**config.mk**
```make
export PLATFORM = sky130hd
export DESIGN_NAME = ps2_host_command_transmitter
export DESIGN_NICKNAME = d
export VERILOG_FILES = /design/src/rtl/ps2_host_command_transmitter.sv
export SDC_FILE = /design/constraint.sdc
export NUM_CORES = 1
export LEC_CHECK = 0
export BUFFER_PORTS_ARGS = -buffer_cell sky130_fd_sc_hd__buf_2
export CAP_MARGIN = 10
export CORE_MARGIN = 4
export CORE_UTILIZATION = 30
export CTS_BUF_LIST = sky130_fd_sc_hd__clkbuf_8
export CTS_CLUSTER_DIAMETER = 120
export DETAILED_ROUTE_END_ITERATION = 6
export PLACE_DENSITY = 0.51
export SYNTH_ARGS = -nofsm -noshare
export SYNTH_HDL_FRONTEND = slang
export SYNTH_SLANG_ARGS = --single-unit
export TNS_END_PERCENT = 5
```
**constraint.sdc**
```tcl
create_clock -name i_clk -period 2.06 [get_ports i_clk]
set_input_delay 0.412 -clock i_clk [delete_from_list [all_inputs] [get_ports i_clk]]
set_output_delay 0.412 -clock i_clk [all_outputs]
set_load 0.02 [all_outputs]
```
**src/rtl/ps2_host_command_transmitter.sv**
```systemverilog
// ps2_host_command_transmitter
// Sends one command byte from the host to a PS/2 device. The open-drain clock
// and data lines are driven through output enables (1 = pull low). The host
// inhibits the clock and issues the start bit. It then shifts D0..D7, odd
// parity and stop on device clock falling edges. Finally it samples the
// device ACK and waits for the bus to go idle.
//
// Ports
//   i_clk          system clock
//   i_reset        synchronous reset, active low
//   i_tx_req       one-cycle request, i_tx_data captured on the same cycle
//   i_tx_data      command byte
//   o_tx_busy      transfer in flight (state != IDLE)
//   o_tx_done      one-cycle pulse, byte sent and ACK seen
//   o_tx_error     one-cycle pulse, NACK or timeout
//   i_ps2_clk_in   raw PS/2 clock line (asynchronous)
//   i_ps2_data_in  raw PS/2 data line (asynchronous)
//   o_ps2_clk_oe   1 = pull clock low
//   o_ps2_data_oe  1 = pull data low
//
// state     | meaning
// ----------+------------------------------------------------
// IDLE      | lines released, waiting for a request
// INHIBIT   | clock held low for INHIBIT_CYCLES
// START     | clock released, data pulled low (start bit)
// BITS      | data, parity and stop shifted out on device fe
// ACK       | next fe samples the device ACK
// WAIT_IDLE | wait for clock and data both high
module ps2_host_command_transmitter #(
  parameter int INHIBIT_CYCLES = 6000,
  parameter int TIMEOUT_CYCLES = 750000
) (
  input  logic       i_clk,
  input  logic       i_reset,
  input  logic       i_tx_req,
  input  logic [7:0] i_tx_data,
  output logic       o_tx_busy,
  output logic       o_tx_done,
  output logic       o_tx_error,
  input  logic       i_ps2_clk_in,
  input  logic       i_ps2_data_in,
  output logic       o_ps2_clk_oe,
  output logic       o_ps2_data_oe
);

  localparam int INH_W = (INHIBIT_CYCLES > 1) ? $clog2(INHIBIT_CYCLES) : 1;
  localparam int TMO_W = (TIMEOUT_CYCLES > 1) ? $clog2(TIMEOUT_CYCLES) : 1;
  localparam logic [INH_W-1:0] INH_LOAD = INH_W'(INHIBIT_CYCLES - 1);
  localparam logic [TMO_W-1:0] TMO_LOAD = TMO_W'(TIMEOUT_CYCLES - 1);

  typedef enum logic [2:0] {
    S_IDLE, S_INHIBIT, S_START, S_BITS, S_ACK, S_WAIT_IDLE
  } state_t;

  state_t             r_state, w_next;
  logic               r_tx_done, r_tx_error;
  logic               w_done_set, w_err_set;
  logic               r_clk_s1, r_clk_s2, r_clk_prev;
  logic               r_data_s1, r_data_s2;
  logic [8:0]         r_shift;
  logic [3:0]         r_bit_cnt;
  logic               r_data_oe_bit;
  logic [INH_W-1:0]   r_inh_cnt;
  logic [TMO_W-1:0]   r_tmo_cnt;
  logic               w_fe, w_accept, w_inh_end, w_tmo_active, w_tmo_hit;

  assign w_fe         = r_clk_prev & ~r_clk_s2;
  // A request arriving in the same cycle as a DONE/ERROR pulse is dropped so
  // completion and acceptance never coincide.
  assign w_accept     = (r_state == S_IDLE) & i_tx_req & ~r_tx_done & ~r_tx_error;
  assign w_inh_end    = (r_state == S_INHIBIT) & (r_inh_cnt == '0);
  assign w_tmo_active = (r_state == S_START) | (r_state == S_BITS) |
                        (r_state == S_ACK)   | (r_state == S_WAIT_IDLE);
  assign w_tmo_hit    = w_tmo_active & (r_tmo_cnt == '0);

  // State register
  always_ff @(posedge i_clk) begin
    if (!i_reset) begin
      r_state    <= S_IDLE;
      r_tx_done  <= 1'b0;
      r_tx_error <= 1'b0;
    end else begin
      r_state    <= w_next;
      r_tx_done  <= w_done_set;
      r_tx_error <= w_err_set;
    end
  end

  // Next-state logic; timeout takes priority over any line event
  always_comb begin
    w_next     = r_state;
    w_done_set = 1'b0;
    w_err_set  = 1'b0;
    case (r_state)
      S_IDLE:    if (w_accept) w_next = S_INHIBIT;
      S_INHIBIT: if (w_inh_end) w_next = S_START;
      S_START: begin
        if (w_tmo_hit) begin
          w_next    = S_IDLE;
          w_err_set = 1'b1;
        end else begin
          w_next = S_BITS;
        end
      end
      S_BITS: begin
        if (w_tmo_hit) begin
          w_next    = S_IDLE;
          w_err_set = 1'b1;
        end else if (w_fe && (r_bit_cnt == 4'd9)) begin
          w_next = S_ACK;
        end
      end
      S_ACK: begin
        if (w_tmo_hit) begin
          w_next    = S_IDLE;
          w_err_set = 1'b1;
        end else if (w_fe) begin
          if (!r_data_s2) begin
            w_next = S_WAIT_IDLE;
          end else begin
            w_next    = S_IDLE;
            w_err_set = 1'b1;
          end
        end
      end
      S_WAIT_IDLE: begin
        if (w_tmo_hit) begin
          w_next    = S_IDLE;
          w_err_set = 1'b1;
        end else if (r_clk_s2 && r_data_s2) begin
          w_next     = S_IDLE;
          w_done_set = 1'b1;
        end
      end
      default: w_next = S_IDLE;
    endcase
  end

  // Outputs
  always_comb begin
    o_tx_busy     = (r_state != S_IDLE);
    o_tx_done     = r_tx_done;
    o_tx_error    = r_tx_error;
    o_ps2_clk_oe  = (r_state == S_INHIBIT);
    o_ps2_data_oe = (r_state == S_START) | ((r_state == S_BITS) & r_data_oe_bit);
  end

  // Synchronizers, counters and shift register
  always_ff @(posedge i_clk) begin
    if (!i_reset) begin
      r_clk_s1      <= 1'b1;
      r_clk_s2      <= 1'b1;
      r_clk_prev    <= 1'b1;
      r_data_s1     <= 1'b1;
      r_data_s2     <= 1'b1;
      r_shift       <= '0;
      r_bit_cnt     <= '0;
      r_data_oe_bit <= 1'b0;
      r_inh_cnt     <= '0;
      r_tmo_cnt     <= '0;
    end else begin
      r_clk_s1   <= i_ps2_clk_in;
      r_clk_s2   <= r_clk_s1;
      r_clk_prev <= r_clk_s2;
      r_data_s1  <= i_ps2_data_in;
      r_data_s2  <= r_data_s1;

      if (w_accept) begin
        r_shift   <= {~^i_tx_data, i_tx_data};
        r_inh_cnt <= INH_LOAD;
      end else if ((r_state == S_INHIBIT) && (r_inh_cnt != '0)) begin
        r_inh_cnt <= r_inh_cnt - 1'b1;
      end

      // Entering START: arm the timeout and hold the start bit until the
      // first device falling edge.
      if (w_inh_end) begin
        r_tmo_cnt     <= TMO_LOAD;
        r_bit_cnt     <= '0;
        r_data_oe_bit <= 1'b1;
      end else if (w_tmo_active && (r_tmo_cnt != '0)) begin
        r_tmo_cnt <= r_tmo_cnt - 1'b1;
      end

      if ((r_state == S_BITS) && w_fe) begin
        r_bit_cnt <= r_bit_cnt + 1'b1;
        if (r_bit_cnt != 4'd9) begin
          r_data_oe_bit <= ~r_shift[0];
          r_shift       <= {1'b0, r_shift[8:1]};
        end else begin
          r_data_oe_bit <= 1'b0;
        end
      end
    end
  end

endmodule

```
==> results.md <==
- The number of distinct library cells after synthesis is 58.
- In the final layout, the multi-input gates occupy 1620 um2.
- The clock buffer count from CTS is 9.
- The most area-hungry cell type in the Yosys netlist is sky130_fd_sc_hd__dfxtp_1.
- Once the floorplan was initialized, standard cells occupied 31.2% of the core.
- In the post-synthesis netlist, the biggest area contributors are sky130_fd_sc_hd__dfxtp_1, sky130_fd_sc_hd__xor2_1, sky130_fd_sc_hd__nor2_1, sky130_fd_sc_hd__a21oi_1, sky130_fd_sc_hd__xnor2_1.
- The internal power of the cells is 1.79 mW.
- The number of instances on the worst hold path is 2.
- The initial antenna violation count came to 0.
- The floorplan die height is 106 um.
- The area of the die is around 11000 um2.
- During synthesis, Yosys emitted a total of 0 warnings.
- The layout has 967 filler cells.
- The number of slew-limit violations in the final report was 0.
- The critical register-to-register path startpoint is r_inh_cnt[1].
- The reg-to-reg critical path endpoint is r_inh_cnt[12].
- The worst setup path is captured at a flop.
- At the worst endpoint, the required time is 2.26 ns.
- In the synthesized netlist, mux cells make up 3.10% of the area.
- The die extent in x is 106 um.
- The global-route total usage across every layer is a little under an eighth.
- The count of pins on the block boundary is 18.
- The final number of hold-violating endpoints is 0.
- The clock period minus worst slack is between 1.5 and 2 ns.
- The compound-cell area share of the yosys netlist is between 10% and 20%.
- The category of the most critical setup path is flop to flop.
- Summing the areas of all fa, ha and maj instances in the mapped netlist gives 2.58% of the synthesized area.
- The total power draw is roughly 2.6 mW.
- The first-pass GRT wire length is 10800 um.
- In this run the tightest slew margin relative to its limit is 71.8%.
- The clock sink count is 57.
- The post-synthesis xor/xnor area fraction is 10.8%.
- The clock share of power is between 30% and 40%.
- After routing the design area is ~3400 um2.
- The congestion estimate from routability-driven global placement came to roughly 0.74.
- Among all flip-flop cells after synthesis, the most frequent one is sky130_fd_sc_hd__dfxtp_1.
- Setup total negative slack on the finished layout was measured at 0 ns.
- Entering global routing, the biggest net connects 22 pins.
- The number of global-route vias before repair is 2320.
- Sequential cells were found to cover between 30% and 40% of the synthesized design area.
- The worst hold path begins at i_ps2_clk_in.
- The number of iterations in the first detailed-routing pass is 4.
- STA classifies the critical path startpoint as a flop.
- At the later pin of the worst-skew pair, clock insertion delay measures between 0.3 and 0.4 ns.
- The tool flagged a number of max-cap violations equal to 0.
- TritonCTS built the clock tree.
- After clock tree synthesis, the repair step resized 0 gates.
- The wire length reported by the detailed router is approximately 6200 um.
- The count of routing violations after the opening detailed-route iteration is 142.
- The power density over cell area is 762 nW/um2.
- The worst hold slack after final layout is 0.261 ns.
- The minimum setup slack among reg-to-reg paths is 0.12 ns.
- The port buffer count is 17.
- The total congestion overflow after global routing is 0.
- The count of nets left with antenna violations once routing finished came out at 0.
- The class of the worst hold path is input pin to flop.
- In this run switching power makes up 29.8% of total power.
- The synthesized area is 2910 um2.
- CTS built an H-tree with a depth of 3.
- The static leakage power is 1.29 nW.
- The buffer levels on the longest clock path is 2.
- The period utilization is 94.4%.
- The worst-case vdd ir drop is 0.337 mV.
- For this run, the top clock speed supported by timing is 514 MHz.
- The transition time at the pin with the least slew margin is 0.421 ns.
- The portion of total power attributed to sequential cells is 47.6%.
- For this run, design rule violations remaining after detail routing come to 0.
- The total area inside the core boundary comes to 9330 um2.
- Setup repair after global routing left no endpoint under its margin.
- In the final layout, the share of cells above drive strength 1 is 19.2%.
- The mean routed wirelength per cell is 12.8 um.
- The net count of the finished layout is 375.
- Cells fill 36.0% of the core in the end.
- The fraction of registers with async set/reset is 0%.
- In this run the cell area measured after placement is 3210 um2.
- Setup violations remaining at the end of the flow were counted as 0.
- Dividing the synthesized area by the synthesized cell count gives 8.92 um2.
- The floorplan has 35 rows.
- The combinational share of power is between 10% and 20%.
- The vias after detailed routing is 2366.
- The capture endpoint of the worst hold path is r_clk_s1.
- After legalization and detailed placement, the total HPWL measured 4370 um.
- The number of cells on the worst reg-to-reg path is 7.
- The post-synthesis net count is 345.
- The combinational family with the most area after synthesis is simple AND/OR/NAND/NOR gates.
- The clock tree skew after final layout is roughly 0.0086 ns.
- The top cell type by area accounts for 39.3% of the synthesized area.
- The gate count after technology mapping is 326.
- The number of synthesized register bits is 57.
- CTS placed an instance of sky130_fd_sc_hd__clkbuf_8 at the clock tree root.
- In this run the worst path has a maximum fanout of 5.
- The number of antenna diodes in the final layout is 0.
- The number of enable-type register cells in the synthesized netlist is 0.
- The simple-gate share of the synthesized area is 23.0%.
- The register area is 1140 um2.
- Clock-pin slew was measured on the worst setup and hold paths at roughly 0.060 ns.
- The run finished with clean final reports.
- The arrival time of data at the critical path endpoint is 2.15 ns.
- Relative to the synthesized area, the layout overhead comes to 15.5%.
- The switching power is 0.762 mW.
- In the routed layout, each cell is associated on average with a via count of between 4 and 5.
-- area by class of cell --
type | count | area share, %
clock buffer | 9 | 3.69
inverter | 16 | 1.79
tap | 129 | 4.81
multi-input combinational | 237 | 48.4
timing repair buffer | 35 | 6.56
sequential | 57 | 34.0
clock inverter | 5 | 0.783
-- power by group through the flow --
stage | clock network (mW) | registers (mW) | logic, mW
after detailed placement | 0 | 1.24 | 0.502
after global placement | 0 | 1.24 | 0.497
after global routing | 0.930 | 1.22 | 0.557
final | 0.838 | 1.22 | 0.500
after floorplan | 0 | 1.23 | 0.382
after CTS | 0.876 | 1.22 | 0.505
-- per-layer routing --
| metal | track usage (%) | vias to the layer above | part of all wire (%) |
|---|---|---|---|
| met5 | 0 | - | 0 |
| met4 | 4.57 | 0 | 1.0 |
| met3 | 3.76 | 5 | 2.8 |
| met2 | 17.9 | 25 | 45 |
| met1 | 15.5 | 1117 | 51 |
| li1 | - | 1219 | - |
-- sequential cells by signal (all words and copies together), names as in the netlist, 3 cells and up --
signal,flops
r_shift,9
r_state,3
r_inh_cnt,13
r_bit_cnt,4
r_tmo_cnt,20
-- cell usage in the layout (no fill, tap or decap), types with 4 or more instances in the layout --
cell type,Yosys,final
sky130_fd_sc_hd__a211oi_1,10,10
sky130_fd_sc_hd__a21oi_1,26,26
sky130_fd_sc_hd__a31oi_1,5,5
sky130_fd_sc_hd__buf_2,2,17
sky130_fd_sc_hd__buf_4,1,18
sky130_fd_sc_hd__clkbuf_8,0,9
sky130_fd_sc_hd__dfxtp_1,57,57
sky130_fd_sc_hd__ha_1,6,6
sky130_fd_sc_hd__inv_1,15,16
sky130_fd_sc_hd__mux2i_1,9,9
sky130_fd_sc_hd__nand2_1,12,12
sky130_fd_sc_hd__nand2b_1,6,6
sky130_fd_sc_hd__nand3_1,4,4
sky130_fd_sc_hd__nand4_1,4,4
sky130_fd_sc_hd__nand4b_1,4,4
sky130_fd_sc_hd__nor2_1,39,39
sky130_fd_sc_hd__nor3_1,7,7
sky130_fd_sc_hd__nor4_1,4,4
sky130_fd_sc_hd__o211ai_1,10,10
sky130_fd_sc_hd__o21ai_0,8,8
sky130_fd_sc_hd__xnor2_1,14,14
sky130_fd_sc_hd__xor2_1,20,20
-- cell families after synthesis --
| family | Yosys count |
|---|---|
| muxes | 9 |
| DFF | 57 |
| xor gates and xnor gates | 35 |
| AOI/OAI and AO/OA | 73 |
| and+or+nand+nor | 114 |
| adders and majority gates | 6 |
| buffers and inverters | 32 |
-- critical path, cell delays in order (launching register included) --
cell and delay [ns]:
sky130_fd_sc_hd__dfxtp_1 0.31, sky130_fd_sc_hd__inv_1 0.11, sky130_fd_sc_hd__ha_1 0.15, sky130_fd_sc_hd__or3b_2 0.50
sky130_fd_sc_hd__or2_2 0.36, sky130_fd_sc_hd__nand4_1 0.13, sky130_fd_sc_hd__xor2_1 0.17, sky130_fd_sc_hd__a21oi_1 0.09
-- cells in the mapped netlist (2+ instances only) --
| master | count |
|---|---|
| sky130_fd_sc_hd__o22ai_1 | 2 |
| sky130_fd_sc_hd__xor2_1 | 20 |
| sky130_fd_sc_hd__xnor2_1 | 14 |
| sky130_fd_sc_hd__or4_1 | 3 |
| sky130_fd_sc_hd__nand3_1 | 4 |
| sky130_fd_sc_hd__ha_1 | 6 |
| sky130_fd_sc_hd__a211oi_1 | 10 |
| sky130_fd_sc_hd__a21oi_1 | 26 |
| sky130_fd_sc_hd__or3_1 | 3 |
| sky130_fd_sc_hd__dfxtp_1 | 57 |
| sky130_fd_sc_hd__or4_4 | 2 |
| sky130_fd_sc_hd__nand2b_1 | 6 |
| sky130_fd_sc_hd__o211ai_1 | 10 |
| sky130_fd_sc_hd__nor2_1 | 39 |
| sky130_fd_sc_hd__and3_1 | 2 |
| sky130_fd_sc_hd__nand2_1 | 12 |
| sky130_fd_sc_hd__a31oi_1 | 5 |
| sky130_fd_sc_hd__nor3_1 | 7 |
| sky130_fd_sc_hd__or2_2 | 3 |
| sky130_fd_sc_hd__nand4b_1 | 4 |
| sky130_fd_sc_hd__nor3b_1 | 3 |
| sky130_fd_sc_hd__nor2_2 | 2 |
| sky130_fd_sc_hd__clkbuf_1 | 9 |
| sky130_fd_sc_hd__nand3b_1 | 3 |
| sky130_fd_sc_hd__o2111ai_1 | 3 |
| sky130_fd_sc_hd__buf_2 | 2 |
| sky130_fd_sc_hd__nand4_1 | 4 |
| sky130_fd_sc_hd__mux2i_1 | 9 |
| sky130_fd_sc_hd__nor4_1 | 4 |
| sky130_fd_sc_hd__buf_6 | 2 |
| sky130_fd_sc_hd__o21ai_0 | 8 |
| sky130_fd_sc_hd__inv_1 | 15 |
| sky130_fd_sc_hd__o31ai_1 | 2 |
-- stage by stage --
stage          setup slack (ns)  std cells
4_1_cts                  0.0313        488
3_3_place_gp              0.116        474
5_1_grt                  0.0101        488
6_report                  0.115        488
3_5_place_dp             0.0456        474
2_1_floorplan             0.206        326
-- repair_timing --
action	4_1_cts	5_1_grt
endpoints found under the hold margin	0	0
hold buffers	0	0
setup buffers	0	0
endpoints found under the setup margin	0	2
-- worst max-delay path by stage --
| stage | from | endpoint | slack, ns |
|---|---|---|---|
| after global routing | r_inh_cnt[0] | r_inh_cnt[1] | 0.01 |
| after global placement | r_inh_cnt[1] | r_inh_cnt[1] | 0.12 |
| final | r_inh_cnt[1] | r_inh_cnt[12] | 0.12 |
| after floorplan | r_inh_cnt[1] | r_inh_cnt[1] | 0.21 |
| after CTS | r_inh_cnt[1] | r_inh_cnt[1] | 0.03 |
| after detailed placement | r_inh_cnt[1] | r_inh_cnt[1] | 0.05 |
(Power assumes the default switching activity.)
